$ cat config.mk
export PLATFORM = sky130hd
export DESIGN_NAME = json_motion_serializer
export DESIGN_NICKNAME = d
export VERILOG_FILES = /design/src/rtl/json_motion_pkg.sv /design/src/rtl/speed_to_ascii.sv /design/src/rtl/json_motion_serializer.sv
export SDC_FILE = /design/constraint.sdc
export NUM_CORES = 1
export LEC_CHECK = 0
export ABC_AREA = 1
export BUFFER_PORTS_ARGS = -buffer_cell sky130_fd_sc_hd__buf_2
export CAP_MARGIN = 20
export CORE_UTILIZATION = 57
export DETAILED_ROUTE_END_ITERATION = 7
export PLACE_DENSITY_LB_ADDON = 0.3
export SLEW_MARGIN = 5
export SYNTH_ARGS = -nofsm -noshare
export SYNTH_HDL_FRONTEND = slang
export SYNTH_SLANG_ARGS = --single-unit
$ cat constraint.sdc
create_clock -name clk -period 5.26 [get_ports clk]
set_input_delay 0.263 -clock clk [delete_from_list [all_inputs] [get_ports clk]]
set_output_delay 0.263 -clock clk [all_outputs]
set_load 0.02 [all_outputs]
$ cat src/rtl/json_motion_pkg.sv
// json_motion_pkg
// Shared definitions for the JSON motion serializer: ASCII byte constants,
// the serializer state encoding, frame layout constants and the speed
// saturation helper used by the per-channel formatter.
// No ports (package).
package json_motion_pkg;

  localparam logic [7:0] LBRACE = 8'h7B;
  localparam logic [7:0] RBRACE = 8'h7D;
  localparam logic [7:0] QUOTE  = 8'h22;
  localparam logic [7:0] COLON  = 8'h3A;
  localparam logic [7:0] COMMA  = 8'h2C;
  localparam logic [7:0] MINUS  = 8'h2D;
  localparam logic [7:0] DOT    = 8'h2E;
  localparam logic [7:0] ZERO   = 8'h30;
  localparam logic [7:0] NL     = 8'h0A;

  // Bytes that appear in every frame regardless of the two speed values:
  // {"T":d,"L":  ,"R":  }  \n
  localparam int FIXED_BYTES = 18;

  // Largest magnitude that can be expressed (1.00 in hundredths)
  localparam int SPEED_LIMIT = 100;

  typedef enum logic [1:0] {
    IDLE,
    CONVERT,
    EMIT,
    GAP
  } state_t;

  // Saturate a signed speed in hundredths to [-SPEED_LIMIT, +SPEED_LIMIT]
  function automatic int sat_speed(input int value);
    if (value > SPEED_LIMIT) return SPEED_LIMIT;
    if (value < -SPEED_LIMIT) return -SPEED_LIMIT;
    return value;
  endfunction

endpackage

$ cat src/rtl/speed_to_ascii.sv
// speed_to_ascii
// Combinational formatter for one wheel channel. Saturates the signed
// hundredths value and splits it into sign, integer digit and two fraction
// digits as ASCII characters.
// Ports:
//   speed      in  SPEED_W  signed speed in hundredths
//   neg        out 1        value (after saturation) is negative
//   sat        out 1        saturation changed the value
//   int_char   out 8        '0' or '1'
//   tenth_char out 8        tenths digit
//   hund_char  out 8        hundredths digit
module speed_to_ascii
  import json_motion_pkg::*;
#(
  parameter int SPEED_W = 8
)
(
  input  logic signed [SPEED_W-1:0] speed,
  output logic                      neg,
  output logic                      sat,
  output logic [7:0]                int_char,
  output logic [7:0]                tenth_char,
  output logic [7:0]                hund_char
);

  int clamped_value;
  int mag;
  int frac;

  always_comb begin
    clamped_value = sat_speed(int'(speed));
    sat           = (clamped_value != int'(speed));
    // Zero is never negative, so "-0.00" cannot be produced
    neg           = (clamped_value < 0);
    mag           = neg ? -clamped_value : clamped_value;
    // Only 100 carries into the integer digit; everything else is 0.xx
    frac          = (mag == SPEED_LIMIT) ? 0 : mag;
    int_char      = (mag == SPEED_LIMIT) ? (ZERO + 8'd1) : ZERO;
    tenth_char    = ZERO + 8'(frac / 10);
    hund_char     = ZERO + 8'(frac % 10);
  end

endmodule

$ cat src/rtl/json_motion_serializer.sv
// json_motion_serializer
// Streams a motion command as ASCII JSON  {"T":<CMD_T>,"L":<l>,"R":<r>}\n
// one byte at a time over a ready/valid interface toward uart_tx. Handles
// the command handshake, a heartbeat resend of the last command and an
// optional STOP frame after reset.
// Ports:
//   clk, rst               clock, asynchronous active-high reset
//   cmd_valid / cmd_ready  command handshake
//   left_speed/right_speed signed hundredths
//   tx_data/tx_valid/tx_ready  byte stream to the UART
//   busy                   CONVERT or EMIT in progress
//   frame_done             one-cycle pulse after the '\n' handshake
//   clamped                one-cycle pulse when an accepted command saturated
//   frame_count            completed frames, wraps
module json_motion_serializer
  import json_motion_pkg::*;
#(
  parameter int SPEED_W       = 8,
  parameter int CMD_T         = 1,
  parameter int RESEND_CYCLES = 25_000_000,
  parameter int STOP_ON_RESET = 1,
  parameter int CNT_W         = 16
)
(
  input  logic                      clk,
  input  logic                      rst,
  input  logic                      cmd_valid,
  output logic                      cmd_ready,
  input  logic signed [SPEED_W-1:0] left_speed,
  input  logic signed [SPEED_W-1:0] right_speed,
  output logic [7:0]                tx_data,
  output logic                      tx_valid,
  input  logic                      tx_ready,
  output logic                      busy,
  output logic                      frame_done,
  output logic                      clamped,
  output logic [CNT_W-1:0]          frame_count
);

  localparam int TIMER_W = (RESEND_CYCLES > 1) ? $clog2(RESEND_CYCLES) : 1;

  state_t state, state_next;

  logic signed [SPEED_W-1:0] lat_l, lat_r;
  // Low only in the first cycle after reset; that cycle is reserved for the STOP frame
  logic armed;
  // Heartbeat and STOP frames never report clamping
  logic suppress_clamp;
  logic [TIMER_W-1:0] timer;
  logic [4:0] idx;

  logic       l_neg, r_neg;
  logic [7:0] l_int, l_tenth, l_hund, r_int, r_tenth, r_hund;

  logic       cl_neg, cl_sat, cr_neg, cr_sat;
  logic [7:0] cl_int, cl_tenth, cl_hund, cr_int, cr_tenth, cr_hund;

  logic start_cmd, start_stop, start_hb, start_any;
  logic [4:0] l_len, r_len, r_hdr, r_val, last_idx;
  logic last_byte;
  logic [7:0] byte_out;

  speed_to_ascii #(.SPEED_W(SPEED_W)) u_left (
    .speed      (lat_l),
    .neg        (cl_neg),
    .sat        (cl_sat),
    .int_char   (cl_int),
    .tenth_char (cl_tenth),
    .hund_char  (cl_hund)
  );

  speed_to_ascii #(.SPEED_W(SPEED_W)) u_right (
    .speed      (lat_r),
    .neg        (cr_neg),
    .sat        (cr_sat),
    .int_char   (cr_int),
    .tenth_char (cr_tenth),
    .hund_char  (cr_hund)
  );

  // ,"L":  /  ,"R":  header for a value field
  function automatic logic [7:0] header_char(input logic [4:0] k, input logic [7:0] letter);
    case (k)
      5'd0:    return COMMA;
      5'd1:    return QUOTE;
      5'd2:    return letter;
      5'd3:    return QUOTE;
      default: return COLON;
    endcase
  endfunction

  // Character k of  [-]i.th
  function automatic logic [7:0] value_char(input logic [4:0] k, input logic neg,
                                            input logic [7:0] i, input logic [7:0] t,
                                            input logic [7:0] h);
    logic [4:0] j;
    j = neg ? (k - 5'd1) : k;
    if (neg && (k == 5'd0)) return MINUS;
    case (j)
      5'd0:    return i;
      5'd1:    return DOT;
      5'd2:    return t;
      default: return h;
    endcase
  endfunction

  // Frame start arbitration: STOP after reset, then a new command, then heartbeat.
  // The heartbeat launches on the IDLE cycle in which the timer would reach RESEND_CYCLES.
  always_comb begin
    start_stop = (state == IDLE) && !armed && (STOP_ON_RESET != 0);
    start_cmd  = (state == IDLE) && armed && cmd_valid;
    start_hb   = (state == IDLE) && armed && !cmd_valid && (RESEND_CYCLES != 0) &&
                 (timer == TIMER_W'(RESEND_CYCLES - 1));
    start_any  = start_stop || start_cmd || start_hb;
  end

  // Variable frame layout: each value is 4 chars, 5 with a leading '-'
  always_comb begin
    l_len     = l_neg ? 5'd5 : 5'd4;
    r_len     = r_neg ? 5'd5 : 5'd4;
    r_hdr     = 5'd11 + l_len;
    r_val     = r_hdr + 5'd5;
    last_idx  = 5'(FIXED_BYTES - 1) + l_len + r_len;
    last_byte = (idx == last_idx);
  end

  always_ff @(posedge clk or posedge rst) begin
    if (rst) state <= IDLE;
    else     state <= state_next;
  end

  always_comb begin
    state_next = state;
    case (state)
      IDLE:    if (start_any) state_next = CONVERT;
      CONVERT: state_next = EMIT;
      EMIT:    if (tx_ready && last_byte) state_next = GAP;
      GAP:     state_next = IDLE;
      default: state_next = IDLE;
    endcase
  end

  always_comb begin
    cmd_ready  = (state == IDLE) && armed;
    busy       = (state == CONVERT) || (state == EMIT);
    frame_done = (state == GAP);
    tx_valid   = (state == EMIT);
    clamped    = (state == CONVERT) && !suppress_clamp && (cl_sat || cr_sat);
    tx_data    = tx_valid ? byte_out : 8'h00;
  end

  // Byte selected by idx within the current frame
  always_comb begin
    byte_out = NL;
    if (idx < 5'd5) begin
      case (idx)
        5'd0:    byte_out = LBRACE;
        5'd1:    byte_out = QUOTE;
        5'd2:    byte_out = "T";
        5'd3:    byte_out = QUOTE;
        default: byte_out = COLON;
      endcase
    end else if (idx == 5'd5) begin
      byte_out = ZERO + 8'(CMD_T);
    end else if (idx < 5'd11) begin
      byte_out = header_char(idx - 5'd6, "L");
    end else if (idx < r_hdr) begin
      byte_out = value_char(idx - 5'd11, l_neg, l_int, l_tenth, l_hund);
    end else if (idx < r_val) begin
      byte_out = header_char(idx - r_hdr, "R");
    end else if (idx < (r_val + r_len)) begin
      byte_out = value_char(idx - r_val, r_neg, r_int, r_tenth, r_hund);
    end else if (idx < last_idx) begin
      byte_out = RBRACE;
    end
  end

  // Latched command, digit registers, byte index, resend timer and frame counter
  always_ff @(posedge clk or posedge rst) begin
    if (rst) begin
      armed          <= 1'b0;
      suppress_clamp <= 1'b0;
      lat_l          <= '0;
      lat_r          <= '0;
      timer          <= '0;
      idx            <= '0;
      l_neg          <= 1'b0;
      r_neg          <= 1'b0;
      l_int          <= ZERO;
      l_tenth        <= ZERO;
      l_hund         <= ZERO;
      r_int          <= ZERO;
      r_tenth        <= ZERO;
      r_hund         <= ZERO;
      frame_count    <= '0;
    end else begin
      armed <= 1'b1;

      if (start_cmd) begin
        lat_l          <= left_speed;
        lat_r          <= right_speed;
        suppress_clamp <= 1'b0;
      end else if (start_stop) begin
        lat_l          <= '0;
        lat_r          <= '0;
        suppress_clamp <= 1'b1;
      end else if (start_hb) begin
        suppress_clamp <= 1'b1;
      end

      if (start_any) timer <= '0;
      else if ((state == IDLE) && (RESEND_CYCLES != 0)) timer <= timer + TIMER_W'(1);

      if (state == CONVERT) begin
        idx     <= '0;
        l_neg   <= cl_neg;
        l_int   <= cl_int;
        l_tenth <= cl_tenth;
        l_hund  <= cl_hund;
        r_neg   <= cr_neg;
        r_int   <= cr_int;
        r_tenth <= cr_tenth;
        r_hund  <= cr_hund;
      end else if ((state == EMIT) && tx_ready) begin
        idx <= idx + 5'd1;
        if (last_byte) frame_count <= frame_count + CNT_W'(1);
      end
    end
  end

endmodule

==> results.ini, run 1 <==
[synth]
syn_area_per_cell_um2=7.23
synth_edf_count=0
synthArstFlopShare_pct=100
ys_types=65
syn-cell-area_mm2=0.00801
synth_flop_cell=dfrtp_1
ys_seq_elements=102
yosys_warnings=0
ys_seq_area_share_pct=32.0
synth_cells=1108

[sta]
final-setup-viol-count=0
fin_crit_ns=4.98
timing.fmax_mhz=201
skew_ns=0.00671
maxSlewHeadroom_pct=55.1
finalCritPeriodShare_pct=94.7
slew_viol_final=0
hold_viol=0
fin_tns_setup_ns=0
tightest_slew_ns=0.674

[setup_path]
endpoint_kind=flip-flop
critPathLaunchType=flip-flop
slowest_stage=dfrtp_1
slowest_delay_ns=0.38
cp_common_cell=nand2_1
arrival_ns=5.28
cp.required_ns=5.56
crit_fanout=5
worstSetupPathType=reg -> reg

[routing]
wl_met3_um=726
drt_iter0_markers=617
wl_met2_mm=9.35
routedLengthMet1_mm=8.20
vias=7497
wl_mm=18.7
top_layer=met4
via_per_inst=5.48
route.antenna.remaining_nets=0
drtPass1Iterations=5
wl_per_cell_um=13.6
route.detailed.drc=0

[place]
dp.cells=1324
place_hpwl_mm=13.5
place_area_mm2=0.00846
port_buffers=48
gp_congestion=0.884

[grt]
grt_pass1_wl_mm=30.6
overflow=0
antenna_found_initial=0
grt_pass1_vias=6982
grt_max_degree=57
grt_util_all_layers_pct=25.9

[clock_network]
tritoncts=built
worstSkewPairLatency_ns=0.36
cts_buffers=9
htreeDepth=3
cts_buffer_depth=2
cts_hold_buffers=0
cts_root_buf=clkbuf_16
clkSinkCount=102
clkTransAtPathRegs_ns=0.07

[final_layout]
final_area_mm2=0.00918
fillers=1170
fin_cells=1369
drive_gt1_share_pct=20.7
fin_nets=1253
final_cell_mix=nand2_1 (231), inv_1 (140), nor2_1 (111)
area_growth_pct=14.6
final_common_cell=nand2_1
antenna-diode-count=0

[die]
pin_count=49
fp.dieW_um=121
start_util_pct=59.6
rows=42
die_h_um=121
core_area_mm2=0.0135
die_area_mm2=0.0145

[min_path]
hp-class=in -> async

[flow_run]
max_cap_viol_count=0

[outcome]
status=finished clean

==> Yosys cell counts, types with 8 or more instances <==
cell	count	area [um^2]
a21oi_1	49	245
clkbuf_1	15	56.3
dfrtp_1	94	2350
dfstp_2	8	210
ha_1	44	551
inv_1	151	567
inv_2	25	93.8
nand2_1	235	882
nand2_2	23	144
nand3_1	63	315
nand3_2	16	160
nand4_1	13	81.3
nor2_1	113	424
nor3_1	20	100
nor4_1	12	75.1
o211ai_1	15	113
o21ai_0	62	310
o21ai_1	12	60.1
xnor2_1	19	166
xor2_1	18	158
==> layer usage <==
layer  vias up  track usage (%)
met1      3539             32.4
met2       150             44.6
met3        35             5.33
met5         -                0
met4         0             8.64
li1       3773                -
==> layout make-up <==
type,count,area (um^2),share of cell area (%)
Multi-Input combinational cell,808,4850,52.8
Clock inverter,5,66.3,0.722
Sequential cell,102,2560,27.9
Timing Repair Buffer,87,553,6.02
Tap cell,176,220,2.40
Clock buffer,11,243,2.64
Inverter,180,687,7.48
==> worst paths after layout <==
path                                             start                           to  slack, ns  depth (start not counted)
max                               lat_l[4]$_DFFE_PP0P_        l_hund[7]$_DFFE_PP0P_       0.28                         45
min                                                rst  frame_count[12]$_DFFE_PP0P_       0.01                          2
max reg2reg                       lat_l[4]$_DFFE_PP0P_        l_hund[7]$_DFFE_PP0P_       0.28                         45
min reg2reg                frame_count[15]$_DFFE_PP0P_  frame_count[15]$_DFFE_PP0P_       0.47                          1
max in group asynchronous                          rst        r_hund[5]$_DFFE_PP1P_       4.21                          3
min in group clk                         left_speed[6]         lat_l[6]$_DFFE_PP0P_       0.11                          3
==> kinds of logic after synthesis <==
group           synth area share [%]
simple gates                    31.6
buf+inv                         9.67
compound gates                  14.9
flops                           32.0
fa+ha+maj                       7.12
xor+xnor                        4.53
other cells                   0.0468
mux                            0.125
==> registers in the layout (all words and copies together), names as in the netlist <==
signal / count
l_neg: 1
suppress_clamp: 1
idx: 5
r_hund: 8
r_tenth: 8
l_tenth: 8
state: 2
timer: 25
frame_count: 16
lat_l: 8
l_hund: 8
armed: 1
l_int: 1
r_neg: 1
lat_r: 8
r_int: 1
==> stage by stage <==
stage                     utilization (%)  hold slack (ns)  worst slack (ns)
after global placement               62.9            0.419             0.145
final                                68.3           0.0130             0.279
after CTS                            65.5           0.0340            0.0123
after detailed placement             62.9            0.417           0.00350
after floorplan                         -            0.384             0.458
after global routing                 68.3           0.0658           -0.0714
==> worst max-delay path: cells and delay by family, from the launching register on <==
family	cells	cell delay (ns)
compound gates	2	0.43
fa+ha+maj	4	0.78
buf+inv	9	0.79
flops	1	0.38
simple gates	30	2.52
==> what timing repair did <==
item,CTS,global route
pin swaps,4,19
setup endpoints to repair,3,15
setup buffers,4,23
resized for setup,4,40
Power of run 1 is not shown: default switching activity piles up to over one toggle a cycle in this logic, so the estimate is an artifact.
==> inputs of run 2 (changes only) <==
ABC_AREA = 0   (was 1)
ABC_CLOCK_PERIOD_IN_PS = 5260   (was not set)
==> run 2 against run 1 <==
  * First-iteration DRC count is 11% lower
  * Wire length is 0.40% lower
  * Worst setup slack got worse by 0.11 ns
  * Cell area decreased by 0.78%
  * Critical path depth shrank 19
  * Largest cell class unchanged
  * Highest routed layer unchanged
==> results.ini, run 2 <==
[sta]
hold_viol=0  ; unchanged
fin_crit_ns=5.09  ; was 4.98 ns
skew_ns=0.00682  ; was 0.00671 ns
timing.hold.ws_ns=0.0189  ; was 0.0130 ns
final-setup-viol-count=0  ; unchanged
maxSlewHeadroom_pct=39.2  ; was 55.1%
tightest_slew_ns=0.903  ; was 0.674 ns
finalCritPeriodShare_pct=96.7  ; was 94.7%
timing.fmax_mhz=197  ; was 201 MHz
slew_viol_final=0  ; unchanged

[grt]
antenna_found_initial=0  ; unchanged
grt_max_degree=60  ; was 57
grt_util_all_layers_pct=26.4  ; was 25.9%
overflow=0  ; unchanged
grt_pass1_wl_mm=31.1  ; was 30.6 mm
grt_pass1_vias=6649  ; was 6982

[synth]
synth_top_cell_by_area=dfrtp_1  ; unchanged
synthMostInstantiatedCell=nor2_1  ; was nand2_1
yosys_warnings=0  ; unchanged
synth_cells=951  ; was 1108
yosysTopAreaCellShare_pct=29.7  ; was 29.4%
synth_flop_cell=dfrtp_1  ; unchanged
ys_types=92  ; was 65
synth_edf_count=0  ; unchanged
synth.area.top_cells=dfrtp_1 (30%), ha_1 (6.9%), nor2_1 (5.4%)  ; was dfrtp_1 (29%), nand2_1 (11%), inv_1 (7.1%)
ys_seq_elements=102  ; unchanged
ys_seq_area_share_pct=32.3  ; was 32.0%
syn_area_per_cell_um2=8.33  ; was 7.23 um^2
synthArstFlopShare_pct=100  ; unchanged
ys_top_cells_by_count=nor2_1 (115), dfrtp_1 (94), nand2_1 (89), a21oi_1 (50), o21ai_0 (50)  ; was nand2_1 (235), inv_1 (151), nor2_1 (113), dfrtp_1 (94), nand3_1 (63)
syn-cell-area_mm2=0.00792  ; was 0.00801 mm^2

[final_layout]
utilization_pct=68.0  ; was 68.3%
final_common_cell=nor2_1  ; was nand2_1
largest_register_ffs=25  ; unchanged
fin_nets=1073  ; was 1253
largest-register=timer  ; unchanged
reg_top3=timer x25, frame_count x16  ; unchanged
final_area_mm2=0.00911  ; was 0.00918 mm^2
antenna-diode-count=0  ; unchanged
area_growth_pct=15.0  ; was 14.6%
final_cell_mix=nor2_1 (111), dfrtp_1 (92), nand2_1 (87)  ; was nand2_1 (231), inv_1 (140), nor2_1 (111)
drive_gt1_share_pct=19.1  ; was 20.7%

[clock_network]
cts_hold_buffers=0  ; unchanged
cts_root_buf=clkbuf_16  ; unchanged
worstSkewPairLatency_ns=0.36  ; about the same
cts_buffer_depth=2  ; unchanged
clkTransAtPathRegs_ns=0.08  ; was 0.07 ns
cts_buffers=9  ; unchanged
clkSinkCount=102  ; unchanged
tritoncts=built  ; unchanged
htreeDepth=3  ; unchanged

[die]
die_area_mm2=0.0144  ; was 0.0145 mm^2
fp.dieW_um=120  ; was 121 um
die_h_um=120  ; was 121 um
start_util_pct=59.1  ; was 59.6%
rows=42  ; unchanged
pin_count=49  ; unchanged
core_area_mm2=0.0134  ; was 0.0135 mm^2

[min_path]
hp-class=in -> async  ; unchanged

[setup_path]
slowest_delay_ns=0.44  ; was 0.38 ns
r2r_end=r_hund[6]$_DFFE_PP0P_  ; was l_hund[7]$_DFFE_PP0P_
cp.depth=26  ; was 45
setup.worst_path.start=lat_r[5]$_DFFE_PP0P_  ; was lat_l[4]$_DFFE_PP0P_
arrival_ns=5.33  ; was 5.28 ns
cp_num_buf_inv=3  ; was 9
r2r_slack_ns=0.17  ; was 0.28 ns
critPathLaunchType=flip-flop  ; unchanged
critPathTopFamily=simple AND/OR/NAND/NOR gates  ; unchanged
cp.required_ns=5.51  ; was 5.56 ns
reg2reg_depth=26  ; was 45
endpoint_kind=flip-flop  ; unchanged
crit_fanout=8  ; was 5
r2r-start=lat_r[5]$_DFFE_PP0P_  ; was lat_l[4]$_DFFE_PP0P_
worstSetupPathType=reg -> reg  ; unchanged
endpoint=r_hund[6]$_DFFE_PP0P_  ; was l_hund[7]$_DFFE_PP0P_
slowest_stage=a2111o_1  ; was dfrtp_1

[flow_run]
max_cap_viol_count=0  ; unchanged

[routing]
route.detailed.drc=0  ; unchanged
drtPass1Iterations=6  ; was 5
via_per_inst=6.13  ; was 5.48
wl_mm=18.6  ; was 18.7 mm
wl_per_cell_um=15.6  ; was 13.6 um
drt_iter0_markers=550  ; was 617
vias=7290  ; was 7497
route.antenna.remaining_nets=0  ; unchanged

[place]
gp_congestion=0.889  ; was 0.884
port_buffers=48  ; unchanged
place_hpwl_mm=13.5  ; about the same
place_area_mm2=0.00854  ; was 0.00846 mm^2

[outcome]
status=finished clean  ; unchanged

run 2: changes by cell type after synthesis, sizes merged, moves of 10 or more:
| cell | before | now |
|---|---|---|
| a22o | 1 | 17 |
| and3 | 0 | 17 |
| clkbuf | 15 | 41 |
| inv | 176 | 43 |
| nand2 | 265 | 90 |
| nand2b | 0 | 10 |
| nand3 | 82 | 28 |
| nor2b | 0 | 14 |
| o211ai | 17 | 5 |
| o21ai | 84 | 63 |
| or3 | 0 | 16 |
| xnor2 | 20 | 36 |
run 2: through the flow:
step           cells   TNS, ns  setup WS (ns)
6_report        1189         0          0.174
5_1_grt         1189    -0.223        -0.0846
4_1_cts         1178         0         0.0185
3_5_place_dp    1162         0         0.0317
3_3_place_gp    1162         0          0.194
2_1_floorplan    953  -0.00308       -0.00308
run 2: logic make-up (layout without fill, tap and decap cells):
| family | Yosys count | after routing | share of synthesized area [%] |
|---|---|---|---|
| muxes | 18 | 18 | 2.42 |
| AOI/OAI and AO/OA | 250 | 250 | 22.4 |
| xor gates and xnor gates | 64 | 64 | 7.25 |
| buffers and inverters | 93 | 153 | 4.66 |
| and+or+nand+nor | 378 | 378 | 23.6 |
| DFF | 102 | 102 | 32.3 |
| adders and majority gates | 45 | 45 | 7.20 |
| other | 1 | 3 | 0.0473 |
run 2: cell type report:
cell class / count / area, um^2
clock buffers: 9 / 225
repair buffers: 93 / 586
well taps: 176 / 220
fillers: 1079 / 4290
inverters: 44 / 168
flip-flops and latches: 102 / 2560
multi-input cells: 758 / 5280
clock inverters: 7 / 71.3
run 2: worst min path at each step:
stage	end	slack, ns	depth (start not counted)
6_report	frame_count[5]$_DFFE_PP0P_	0.02	2
5_1_grt	frame_count[1]$_DFFE_PP0P_	0.09	2
4_1_cts	frame_count[10]$_DFFE_PP0P_	0.04	2
3_5_place_dp	frame_count[1]$_DFFE_PP0P_	0.43	2
3_3_place_gp	frame_count[3]$_DFFE_PP0P_	0.43	2
2_1_floorplan	lat_l[3]$_DFFE_PP0P_	0.40	1
run 2: layer usage:
metal  vias to the layer above  part of all wire (%)  GRT usage (%)
li1                       3563                     -              -
met1                      3502                    47           36.3
met2                       197                    48           43.6
met3                        28                   4.1           4.09
met4                         0                   1.3           6.33
met5                         -                     0              0
run 2: repair_timing:
| action | CTS | global route |
|---|---|---|
| endpoints found under the hold margin | 0 | 0 |
| setup endpoints to repair | 0 | 10 |
| resized for setup | 0 | 38 |
| buffers inserted | 0 | 10 |
Power of run 2 is left out for the same reason.
